$ cat src/rtl/uart_rx_loader.sv
// Boot loader that parses a framed image from the UART byte stream (sync, length,
// little-endian 32-bit words, checksum) and writes the words into instruction/data memory.
module uart_rx_loader #(
  parameter int               ADDR_W    = 12,
  parameter logic [7:0]       SYNC_BYTE = 8'hA5,
  parameter int               TMO_W     = 24,
  parameter logic [TMO_W-1:0] TIMEOUT   = 24'd2083200
) (
  input  logic              CLK,
  input  logic              RST,
  input  logic [7:0]        recv_data,
  input  logic              vald_data,
  output logic              mem_we,
  output logic [ADDR_W-1:0] mem_addr,
  output logic [31:0]       mem_wdata,
  output logic              busy,
  output logic              load_done,
  output logic              load_err,
  output logic [1:0]        err_code,
  output logic [15:0]       word_count
);

  localparam int          MAX_WORDS = 2 ** ADDR_W;
  localparam logic [16:0] MAX_N     = 17'(MAX_WORDS);

  typedef enum logic [2:0] {
    S_WAIT_SYNC = 3'd0,
    S_LEN_L     = 3'd1,
    S_LEN_H     = 3'd2,
    S_DATA      = 3'd3,
    S_CSUM      = 3'd4
  } state_t;

  state_t            state_r, state_s;
  logic [7:0]        sum_r, sum_s;
  logic [7:0]        len_l_r, len_l_s;
  logic [ADDR_W-1:0] word_idx_r, word_idx_s;
  logic [1:0]        byte_idx_r, byte_idx_s;
  logic [31:0]       asm_r, asm_s;
  logic [TMO_W-1:0]  tmo_r, tmo_s;
  logic              mem_we_s, busy_s, load_done_s, load_err_s;
  logic [ADDR_W-1:0] mem_addr_s;
  logic [31:0]       mem_wdata_s;
  logic [1:0]        err_code_s;
  logic [15:0]       word_count_s;
  logic [15:0]       n_s;
  logic              timeout_hit_s;

  // Next-state, datapath and registered-output logic for the frame parser.
  always_comb begin
    state_s      = state_r;
    sum_s        = sum_r;
    len_l_s      = len_l_r;
    word_idx_s   = word_idx_r;
    byte_idx_s   = byte_idx_r;
    asm_s        = asm_r;
    tmo_s        = tmo_r;
    mem_we_s     = 1'b0;
    load_done_s  = 1'b0;
    load_err_s   = 1'b0;
    mem_addr_s   = mem_addr;
    mem_wdata_s  = mem_wdata;
    busy_s       = busy;
    err_code_s   = err_code;
    word_count_s = word_count;
    n_s          = {recv_data, len_l_r};
    timeout_hit_s = busy && !vald_data && (tmo_r == (TIMEOUT - TMO_W'(1)));

    if (vald_data) begin
      tmo_s = '0;
    end else if (busy) begin
      tmo_s = tmo_r + TMO_W'(1);
    end else begin
      tmo_s = '0;
    end

    if (timeout_hit_s) begin
      state_s    = S_WAIT_SYNC;
      busy_s     = 1'b0;
      load_err_s = 1'b1;
      err_code_s = 2'b11;
      tmo_s      = '0;
    end else if (vald_data) begin
      case (state_r)
        S_WAIT_SYNC: begin
          if (recv_data == SYNC_BYTE) begin
            state_s    = S_LEN_L;
            busy_s     = 1'b1;
            err_code_s = 2'b00;
            sum_s      = 8'h00;
            word_idx_s = '0;
            byte_idx_s = 2'd0;
          end else begin
            state_s = S_WAIT_SYNC;
          end
        end
        S_LEN_L: begin
          len_l_s = recv_data;
          sum_s   = sum_r + recv_data;
          state_s = S_LEN_H;
        end
        S_LEN_H: begin
          sum_s        = sum_r + recv_data;
          word_count_s = n_s;
          if ({1'b0, n_s} > MAX_N) begin
            load_err_s = 1'b1;
            err_code_s = 2'b01;
            busy_s     = 1'b0;
            state_s    = S_WAIT_SYNC;
          end else if (n_s == 16'd0) begin
            state_s = S_CSUM;
          end else begin
            state_s = S_DATA;
          end
        end
        S_DATA: begin
          sum_s      = sum_r + recv_data;
          asm_s      = {recv_data, asm_r[31:8]};
          byte_idx_s = byte_idx_r + 2'd1;
          // Last byte of a word: bytes shift in from the top so byte 0 lands in [7:0].
          if (byte_idx_r == 2'd3) begin
            mem_we_s    = 1'b1;
            mem_addr_s  = word_idx_r;
            mem_wdata_s = {recv_data, asm_r[31:8]};
            word_idx_s  = word_idx_r + ADDR_W'(1);
            if (16'(word_idx_r) == (word_count - 16'd1)) begin
              state_s = S_CSUM;
            end else begin
              state_s = S_DATA;
            end
          end else begin
            state_s = S_DATA;
          end
        end
        S_CSUM: begin
          busy_s  = 1'b0;
          state_s = S_WAIT_SYNC;
          if (recv_data == sum_r) begin
            load_done_s = 1'b1;
          end else begin
            load_err_s = 1'b1;
            err_code_s = 2'b10;
          end
        end
        default: begin
          state_s = S_WAIT_SYNC;
          busy_s  = 1'b0;
        end
      endcase
    end else begin
      state_s = state_r;
    end
  end

  // State, datapath and output registers with synchronous reset.
  always_ff @(posedge CLK) begin
    if (RST) begin
      state_r    <= S_WAIT_SYNC;
      sum_r      <= 8'h00;
      len_l_r    <= 8'h00;
      word_idx_r <= '0;
      byte_idx_r <= 2'd0;
      asm_r      <= 32'h0000_0000;
      tmo_r      <= '0;
      mem_we     <= 1'b0;
      mem_addr   <= '0;
      mem_wdata  <= 32'h0000_0000;
      busy       <= 1'b0;
      load_done  <= 1'b0;
      load_err   <= 1'b0;
      err_code   <= 2'b00;
      word_count <= 16'h0000;
    end else begin
      state_r    <= state_s;
      sum_r      <= sum_s;
      len_l_r    <= len_l_s;
      word_idx_r <= word_idx_s;
      byte_idx_r <= byte_idx_s;
      asm_r      <= asm_s;
      tmo_r      <= tmo_s;
      mem_we     <= mem_we_s;
      mem_addr   <= mem_addr_s;
      mem_wdata  <= mem_wdata_s;
      busy       <= busy_s;
      load_done  <= load_done_s;
      load_err   <= load_err_s;
      err_code   <= err_code_s;
      word_count <= word_count_s;
    end
  end

endmodule

$ cat config.mk
export PLATFORM = sky130hd
export DESIGN_NAME = uart_rx_loader
export DESIGN_NICKNAME = d
export VERILOG_FILES = /design/src/rtl/uart_rx_loader.sv
export SDC_FILE = /design/constraint.sdc
export NUM_CORES = 1
export LEC_CHECK = 0
export BUFFER_PORTS_ARGS = -buffer_cell sky130_fd_sc_hd__buf_2
export CORE_AREA = 2 2 125 127
export DETAILED_ROUTE_END_ITERATION = 8
export DIE_AREA = 0 0 127 129
export GPL_TIMING_DRIVEN = 0
export HOLD_SLACK_MARGIN = 0.1
export MAX_ROUTING_LAYER = met4
export PLACE_DENSITY_LB_ADDON = 0.15
export SLEW_MARGIN = 10
export SYNTH_ARGS = -nofsm -noshare
export SYNTH_HDL_FRONTEND = slang
export SYNTH_SLANG_ARGS = --single-unit
$ cat constraint.sdc
create_clock -name CLK -period 2.3 [get_ports CLK]
set_input_delay 0.115 -clock CLK [delete_from_list [all_inputs] [get_ports CLK]]
set_output_delay 0.115 -clock CLK [all_outputs]
set_load 0.005 [all_outputs]
==> summary.md <==
| Metric | Value |
|---|---|
| Final Hold Slack | `0.145 ns` |
| Layout cells sized above 1 | `16.3%` |
| I/O Buffers | `75` |
| Commonest non-fill, non-tap cells in the layout | `nand2_1 (211), dfxtp_1 (145), a21oi_1 (104)` |
| Aggregate routed wire length | `16,800 um` |
| Mux cell area share after synthesis | `0%` |
| Via count | `5,722` |
| Post-synth top flop | `dfxtp_1` |
| Std cell rows | `45` |
| GRT Resource Usage Total | `21.7%` |
| Worst vdd ir | `0.527 mV` |
| Clock Pin Slew Worst Setup and Hold Paths | `0.06 ns` |
| Critical path type | `flop to flop` |
| Post-synth top area cell | `dfxtp_1` |
| Max clock buf depth | `2` |
| Design area | `7850 um^2` |
| # DRC | `0` |
| Commonest non-fill, non-tap cell in the layout | `nand2_1` |
| I/O pin total | `77` |
| Num CTS Buffers | `17` |
| CTS tree | `built` |
| Clk Latency, worst-skew pair | `0.43 ns` |
| Die Height | `129 um` |
| Crit path capture type | `flop` |
| Die span in x | `127 um` |
| Fill cells | `1,491` |
| Antenna violations before repair | `0` |
| WP data required | `2.61 ns` |
| Worst Path Arrival | `2.54 ns` |
| Synthesized instance count | `806` |
| Global route overflow | `0` |
| Fin crit share | `96.8%` |
| Largest net degree at the start of global routing | `17` |
| Post-Syn Nets | `829` |
| Final WS setup | `0.0746 ns` |
| Area delta synth->final | `21.7%` |
| Fin nets | `931` |
| Register area share after synthesis | `45.6%` |
| Min-Delay Endpoint | `word_count[15]` |
| Maximum fanout along the worst path | `7` |
| Drt first pass iters | `5` |
| Top cells by area, synth | `dfxtp_1 (46%), nand2_1 (12%), a21oi_1 (8.1%), nor2_1 (4.2%), xor2_1 (3.7%)` |
| Compound-cell area share of the yosys netlist | `13.1%` |
| Flip-flop and latch area | `2950 um^2` |
| Worst Tran Pin Value | `0.723 ns` |
| Core Region | `15,000 um^2` |
| Clock tree sinks | `147` |
| Async SR Flop Fraction | `0%` |
| DRT iter0 DRCs | `345` |
| Simple-gate share of the synthesized area | `28.1%` |
| Post-synthesis adder-cell area fraction | `2.44%` |
| Synth unique cells | `65` |
| Main combinational cell family by area after synthesis | `simple AND/OR/NAND/NOR gates` |
| Reg2Reg Depth | `9` |
| Cell Area, Synth | `6450 um^2` |
| Avg Synthesized Cell Area | `8.01 um^2` |
| Dpl ws | `-0.339 ns` |
| DP HPWL | `11,800 um` |
| Post-DR vias/cell | `5.16` |
| First-pass GRT wire length | `27,000 um` |
| YS warnings | `0` |
| Initial Utilization | `43.1%` |
| Slew Limit Fails | `0` |
| Hold path cells | `3` |
| Vias in the first global route | `5,307` |
| Fin crit period | `2.23 ns` |
| Final hold violations | `0` |
| Die area | `16,400 um^2` |
| XOR/XNOR Fraction of Synth Area | `6.79%` |
| Post-route ant nets | `0` |
| Worst Hold Class | `input port to flop` |
| WL per Instance | `15.1 um` |
| Combined area of the multi-input logic cells | `3300 um^2` |
| Max_slew headroom | `51.8%` |
| Antenna diode count | `0` |
| Post-synth EDFFs | `0` |
| PnR Total Power | `5650 uW` |
| CTS H-Tree Depth | `4` |
| Skew final | `0.00734 ns` |
| Peak Freq | `449 MHz` |
| Area after DPL | `7060 um^2` |
| Post-synth top area share | `45.6%` |
| Leak | `0.00296 uW` |
| R2R Path End | `state_r[1]` |
| Outcome | `complete, no violations` |
| Reg2Reg Setup Slack | `0.07 ns` |
| Maxcap violations | `0` |
| Worst setup SP type | `flop` |
| Flip-flop and latch count after synthesis | `147` |
| Hold wc startpoint | `recv_data[7]` |
| Gpl congestion | `0.824` |
| Final Setup Violations | `0` |
| Clock root cell | `clkbuf_16` |
| Power Density | `719 nW/um^2` |
| Reg2reg start | `word_count[3]` |
[registers in the layout, summed over array words and instances (netlist names)]
register / count
mem_wdata: 32
asm_r: 24
tmo_r: 24
word_count: 16
mem_addr: 12
word_idx_r: 12
len_l_r: 8
sum_r: 8
state_r: 3
byte_idx_r: 2
err_code: 2
busy: 1
load_done: 1
load_err: 1
mem_we: 1
[worst max-delay path, stage by stage, from the launching register on]
cell and delay (ns):
dfxtp_1 0.33, buf_4 0.18, nor4_4 0.27, buf_4 0.18, nand2_1 0.05, o41a_1 0.42, a21oi_2 0.15, nand4_2 0.18
a22oi_2 0.24, a31oi_1 0.10
[through the flow]
stage / std cells / TNS (ns) / utilization [%]
3_3_place_gp: 1069 / -0.661 / 47.2
6_report: 1109 / 0 / 52.4
2_1_floorplan: 806 / 0 / -
3_5_place_dp: 1069 / -0.853 / 47.2
5_1_grt: 1109 / -0.0385 / 52.4
4_1_cts: 1110 / 0 / 52.1
[where the power goes]
part / internal (uW) / switching, uW / total [uW]
sequential: 2550 / 0.410 / 2550
combinational: 37.2 / 95.7 / 133
clock: 1880 / 1090 / 2970
[routing by layer]
layer	track usage (%)	share of wire, %
met5	-	0
met4	8.53	2.0
met3	3.74	5.2
met2	33.6	45
met1	28.5	47
[timing repair]
action | 4_1_cts | 5_1_grt
hold buffers | 7 | 0
gates resized for setup | 5 | 18
hold endpoints to repair | 27 | 0
buffers inserted | 2 | 2
setup endpoints to repair | 3 | 29
pin swaps | 2 | 7
[cells by family after synthesis]
kind of cell             count (synthesis)
AO/OA/AOI/OAI                          145
XOR/XNOR                                50
adder cells (fa/ha/maj)                 12
buffers and inverters                   60
flip-flops                             147
AND/OR/NAND/NOR                        392
[area by class of cell]
class	instances	share of cell area, %
sequential	147	37.5
multi-input combinational	599	42.0
buffer	44	2.66
clock inverter	11	2.22
timing repair buffer	86	6.09
clock buffer	21	5.86
inverter	13	0.653
tap	188	3.00
[how the worst max path moves through the flow]
stage / startpoint / end / slack, ns / depth (start not counted)
finish: word_count[3] / state_r[1] / 0.07 / 9
global route: sum_r[1] / sum_r[7] / -0.04 / 8
CTS: word_count[6] / state_r[1] / 0.009 / 8
detailed placement: word_count[0] / state_r[1] / -0.34 / 9
global placement: word_count[0] / state_r[1] / -0.29 / 9
floorplan: word_count[0] / state_r[1] / 0.17 / 9
[cell usage after synthesis, drive strengths merged (4+ instances only)]
library cell and instances:
a21oi 105, ha 11, nand4 9, nand2b 9, and3 12, inv 13
xor2 27, dfxtp 147, clkbuf 33, a22oi 6, nor3 11, or2 5
nor2 72, and2 5, buf 14, xnor2 23, nor4b 5, nor2b 5
nand3 21, nor4 6, o21ai 10, and4 4, nand2 212
Power figures use the tool's default switching activity.
